--- src/rtl/intersection_controller.sv ---
// Two-approach intersection sequencer: drives the shared master_timer countdown and the
// per-approach enables, inserts all-red clearance and converts it to a walk on request.
module intersection_controller #(
   parameter int TICK_DIV     = 50_000_000,
   parameter int GREEN_TIME   = 60,
   parameter int ALL_RED_TIME = 2,
   parameter int PED_TIME     = 10
) (
   input  logic       clk,
   input  logic       rst_n,
   input  logic       ped_request,
   output logic       enable_ns,
   output logic       enable_ew,
   output logic [6:0] master_timer,
   output logic       ped_walk,
   output logic [1:0] phase
);

   typedef enum logic [1:0] {
      NS_GO    = 2'd0,
      NS_CLEAR = 2'd1,
      EW_GO    = 2'd2,
      EW_CLEAR = 2'd3
   } phase_t;

   localparam int          PW          = (TICK_DIV > 1) ? $clog2(TICK_DIV) : 1;
   localparam logic [PW-1:0] PRESC_MAX = PW'(TICK_DIV - 1);
   localparam logic [6:0]  GREEN_INIT  = 7'(GREEN_TIME);
   localparam logic [7:0]  ALL_RED_M1  = 8'(ALL_RED_TIME - 1);
   localparam logic [7:0]  PED_M1      = 8'(PED_TIME - 1);
   localparam logic [6:0]  YELLOW_TIME = 7'd15;

   phase_t          state_r;
   logic [PW-1:0]   presc_r;
   logic [7:0]      clr_cnt_r;
   logic            ped_pending_r;
   logic            tick_s;
   logic            go_s;
   logic            clear_entry_s;

   assign phase = state_r;

   // Tick strobe and detection of the GO -> CLEAR edge.
   always_comb begin
      tick_s        = (presc_r == PRESC_MAX);
      go_s          = (state_r == NS_GO) || (state_r == EW_GO);
      clear_entry_s = tick_s && go_s && (master_timer == 7'd0);
   end

   // Prescaler counting 0..TICK_DIV-1.
   always_ff @(posedge clk) begin
      if (!rst_n) begin
         presc_r <= '0;
      end else if (tick_s) begin
         presc_r <= '0;
      end else begin
         presc_r <= presc_r + {{(PW-1){1'b0}}, 1'b1};
      end
   end

   // Sticky pedestrian flag; cleared only when a clearance begins.
   always_ff @(posedge clk) begin
      if (!rst_n) begin
         ped_pending_r <= 1'b0;
      end else if (clear_entry_s) begin
         ped_pending_r <= 1'b0;
      end else if (ped_request) begin
         ped_pending_r <= 1'b1;
      end else begin
         ped_pending_r <= ped_pending_r;
      end
   end

   // Phase sequencer with registered enables, timer and walk indication.
   always_ff @(posedge clk) begin
      if (!rst_n) begin
         state_r      <= EW_CLEAR;
         enable_ns    <= 1'b0;
         enable_ew    <= 1'b0;
         master_timer <= 7'd0;
         ped_walk     <= 1'b0;
         clr_cnt_r    <= ALL_RED_M1;
      end else if (tick_s) begin
         case (state_r)
            NS_GO, EW_GO: begin
               if (master_timer == 7'd0) begin
                  state_r   <= (state_r == NS_GO) ? NS_CLEAR : EW_CLEAR;
                  enable_ns <= 1'b0;
                  enable_ew <= 1'b0;
                  // A request seen on the entry edge itself still earns the walk.
                  if (ped_pending_r || ped_request) begin
                     ped_walk  <= 1'b1;
                     clr_cnt_r <= PED_M1;
                  end else begin
                     clr_cnt_r <= ALL_RED_M1;
                  end
               end else if (ped_pending_r && (master_timer > YELLOW_TIME)) begin
                  master_timer <= YELLOW_TIME;
               end else begin
                  master_timer <= master_timer - 7'd1;
               end
            end
            NS_CLEAR, EW_CLEAR: begin
               if (clr_cnt_r == 8'd0) begin
                  state_r      <= (state_r == NS_CLEAR) ? EW_GO : NS_GO;
                  master_timer <= GREEN_INIT;
                  enable_ns    <= (state_r == EW_CLEAR);
                  enable_ew    <= (state_r == NS_CLEAR);
                  ped_walk     <= 1'b0;
               end else begin
                  clr_cnt_r <= clr_cnt_r - 8'd1;
               end
            end
            default: begin
               state_r <= EW_CLEAR;
            end
         endcase
      end else begin
         state_r <= state_r;
      end
   end

endmodule

--- config.mk ---
export PLATFORM = sky130hd
export DESIGN_NAME = intersection_controller
export DESIGN_NICKNAME = d
export VERILOG_FILES = /design/src/rtl/intersection_controller.sv
export SDC_FILE = /design/constraint.sdc
export NUM_CORES = 1
export LEC_CHECK = 0
export BUFFER_PORTS_ARGS = -buffer_cell sky130_fd_sc_hd__buf_2
export CAP_MARGIN = 20
export CORE_ASPECT_RATIO = 0.8
export CORE_MARGIN = 10
export CORE_UTILIZATION = 35
export DETAILED_ROUTE_END_ITERATION = 6
export GPL_TIMING_DRIVEN = 1
export SLEW_MARGIN = 20
export SYNTH_ARGS = -nofsm -noshare
export SYNTH_HDL_FRONTEND = slang
export SYNTH_SLANG_ARGS = --single-unit
export TNS_END_PERCENT = 5
--- constraint.sdc ---
create_clock -name clk -period 3 [get_ports clk]
set_clock_uncertainty 0.05 [all_clocks]
set_input_delay 0.45 -clock clk [delete_from_list [all_inputs] [get_ports clk]]
set_output_delay 0.45 -clock clk [all_outputs]
set_load 0.005 [all_outputs]
==> flow_summary.json <==
{
  "startpoint_type": "flip-flop",
  "diodes": 0,
  "seqPwrFrac_pct": 62.8,
  "critPathKind": "flip-flop to flip-flop",
  "syn_area_per_cell_um2": 8.09,
  "synth.distinct_cells": 41,
  "area_delta_synth_final_pct": 10.0,
  "powerDensity_mw_per_mm2": 376,
  "cts-root-buf": "clkbuf_8",
  "antenna_found_initial": 0,
  "ios": 15,
  "cts_tree": "built",
  "die_w_um": 113,
  "maxSlewHeadroom_pct": 53.6,
  "cts_setup_buffers": 0,
  "hold_viol": 0,
  "fmax_ghz": 0.407,
  "final_net_count": 329,
  "gp_congestion": 0.827,
  "finish.utilization_pct": 39.3,
  "numPortBuffers": 14,
  "drt_pass1_iterations": 4,
  "grt_max_degree": 27,
  "core-area_mm2": 0.00682,
  "grt_usage_pct": 10.4,
  "hold_start": "rst_n",
  "drt_wl_total_um": 5400,
  "clk_latency_ns": 0.30,
  "report.final.setup_viol": 0,
  "p_leak_nw": 0.957,
  "power_frac_comb_pct": 2.1,
  "drive_gt1_share_pct": 9.81,
  "htreeDepth": 2,
  "synth_warnings": 0,
  "power.internal_w": 0.000789,
  "cp_data_required_time_ns": 3.18,
  "grt_pass1_wl_um": 9400,
  "clockBufferDepth": 2,
  "max_cap_violations": 0,
  "rsz0062_at_grt": "no",
  "std_cell_rows": 27,
  "crit_start": "master_timer[0]",
  "worst_pin_slew_ns": 0.695,
  "synth_top_area_share_pct": 38.6,
  "swShare_pct": 21.6,
  "r2r-start": "master_timer[0]",
  "grt_pass1_vias": 1911,
  "fin_crit_sh_pct": 81.9,
  "period_needed_ns": 2.46,
  "cp_data_arrival_time_ns": 2.64,
  "clock_power_share_pct": 35.1,
  "cts_resized": 0,
  "synth_largest_area_cell": "dfxtp_1",
  "vdd.ir_drop.worst_uv": 149,
  "fill_cells": 709,
  "routedWlPerCell_um": 13.4,
  "path_clk_slew_ns": 0.08,
  "clock_sinks": 47,
  "cts_buffers": 5,
  "dp_hpwl_um": 3820,
  "start_util_pct": 35.7,
  "seq_area_frac_synth_pct": 38.6,
  "synth_fp_nets": 313,
  "design.die.area_mm2": 0.0107,
  "antenna_left": 0,
  "route.detailed.drc": 0,
  "ys_seq_elements": 47,
  "status": "completed",
  "synth_area_mm2": 0.00244,
  "die_height_um": 94.6,
  "drt-vias-per-instance": 5.25,
  "switchingPower_w": 0.000218,
  "synth_area_leaders": "dfxtp_1 39%, nor2_1 6.5%, xnor2_1 5.8%",
  "cp_max_fo": 9,
  "hold_path_class": "input pin to flip-flop",
  "vias": 2115,
  "critPathCaptureType": "flip-flop",
  "grt_overflow_total": 0,
  "drv_slew": 0,
  "syn-instance-count": 301,
  "drt_iter0_drc": 141,
  "hold_buffers": 0,
  "tns_ns": 0
}
state kept, by name, summed over array words and instances, names as in the netlist:
register,count
ped_walk,1
phase,2
ped_pending_r,1
enable_ew,1
master_timer,7
presc_r,26
clr_cnt_r,8
enable_ns,1
power groups by stage:
stage / Clock, W / Sequential, W / Combinational [W]
4_1_cts: 0.000374 / 0.000633 / 0.0000219
3_3_place_gp: 0 / 0.000647 / 0.0000220
5_1_grt: 0.000399 / 0.000634 / 0.0000244
6_report: 0.000353 / 0.000632 / 0.0000213
2_1_floorplan: 0 / 0.000646 / 0.0000152
3_5_place_dp: 0 / 0.000647 / 0.0000219
cells in the mapped netlist (all sizes together):
cell type / count
dfxtp: 47
nand3b: 1
buf: 3
inv: 12
o2bb2ai: 1
nor4: 7
o41ai: 1
o211a: 2
or2: 2
clkbuf: 6
nand2b: 1
a2bb2oi: 1
mux2i: 3
nor4b: 3
nand4b: 1
o31ai: 1
nand4: 9
or3: 8
or4: 5
o22ai: 1
ha: 9
xor2: 4
nand3: 23
o311ai: 1
a31oi: 2
a21oi: 22
nand2: 18
nor2: 42
o211ai: 1
nor3: 17
a211oi: 1
and3: 3
o21ai: 20
and4: 5
xnor2: 16
or3b: 1
o21a: 1
logic make-up after synthesis:
logic type                 synth area share, %
muxes                                     1.23
DFF                                       38.6
and+or+nand+nor                           31.8
AOI/OAI and AO/OA                         13.1
adders and majority gates                 4.62
buffers and inverters                     3.39
xor gates and xnor gates                  7.19
layout make-up:
type / instances / area (um2) / share of cell area [%]
multi-input cells: 233 / 1410 / 52.7
flip-flops and latches: 47 / 941 / 35.1
well taps: 87 / 109 / 4.06
repair buffers: 18 / 100 / 3.73
clock buffers: 6 / 72.6 / 2.71
inverters: 12 / 45.0 / 1.68
through the flow:
stage / instances / hold WS [ns] / worst slack [ns] / total power, W / instance area [um2]
after floorplan: 301 / 0.392 / 0.791 / 0.000662 / 2440
after global placement: 397 / 0.408 / 0.648 / 0.000669 / 2610
after detailed placement: 397 / 0.417 / 0.553 / 0.000669 / 2610
after CTS: 403 / 0.350 / 0.560 / 0.00103 / 2680
after global routing: 403 / 0.389 / 0.346 / 0.00106 / 2680
final: 403 / 0.369 / 0.542 / 0.00101 / 2680
critical path: stages, from the launching register on:
cell and delay (ns):
dfxtp_1 0.38, inv_1 0.08, ha_1 0.17, or3b_2 0.52, o22ai_2 0.17, nand4_1 0.31
or4_1 0.56, a21oi_1 0.14
layer usage:
layer / global-route usage, % / wire, um / up-vias
li1: - / - / 1121
met1: 15.3 / 2960 / 950
met2: 14.3 / 2110 / 39
met3: 2.34 / 260 / 5
met4: 3.80 / 70 / 0
met5: 0 / 0 / -
path summary, 6_finish.rpt:
path	cells after the start	slack [ns]	end
setup / recovery	7	0.54	clr_cnt_r[7]
setup reg to reg	7	0.54	clr_cnt_r[7]
hold reg to reg	2	0.43	enable_ew
hold / removal	2	0.37	clr_cnt_r[0]
layout by cell type, fill, tap and decap left out, types with 5 or more instances in the layout:
| cell | Yosys | routed |
|---|---|---|
| nand3_1 | 21 | 21 |
| nor4_1 | 6 | 6 |
| inv_1 | 12 | 12 |
| buf_2 | 3 | 14 |
| or3_1 | 8 | 8 |
| dfxtp_1 | 47 | 47 |
| nor2_1 | 42 | 42 |
| nand2_1 | 18 | 18 |
| a21oi_1 | 22 | 22 |
| ha_1 | 9 | 9 |
| nor3_1 | 17 | 17 |
| nand4_1 | 9 | 9 |
| o21ai_0 | 19 | 19 |
| clkbuf_8 | 0 | 5 |
| and4_1 | 5 | 5 |
| xnor2_1 | 16 | 16 |
Note: power is estimated with default switching activity, not from simulation.
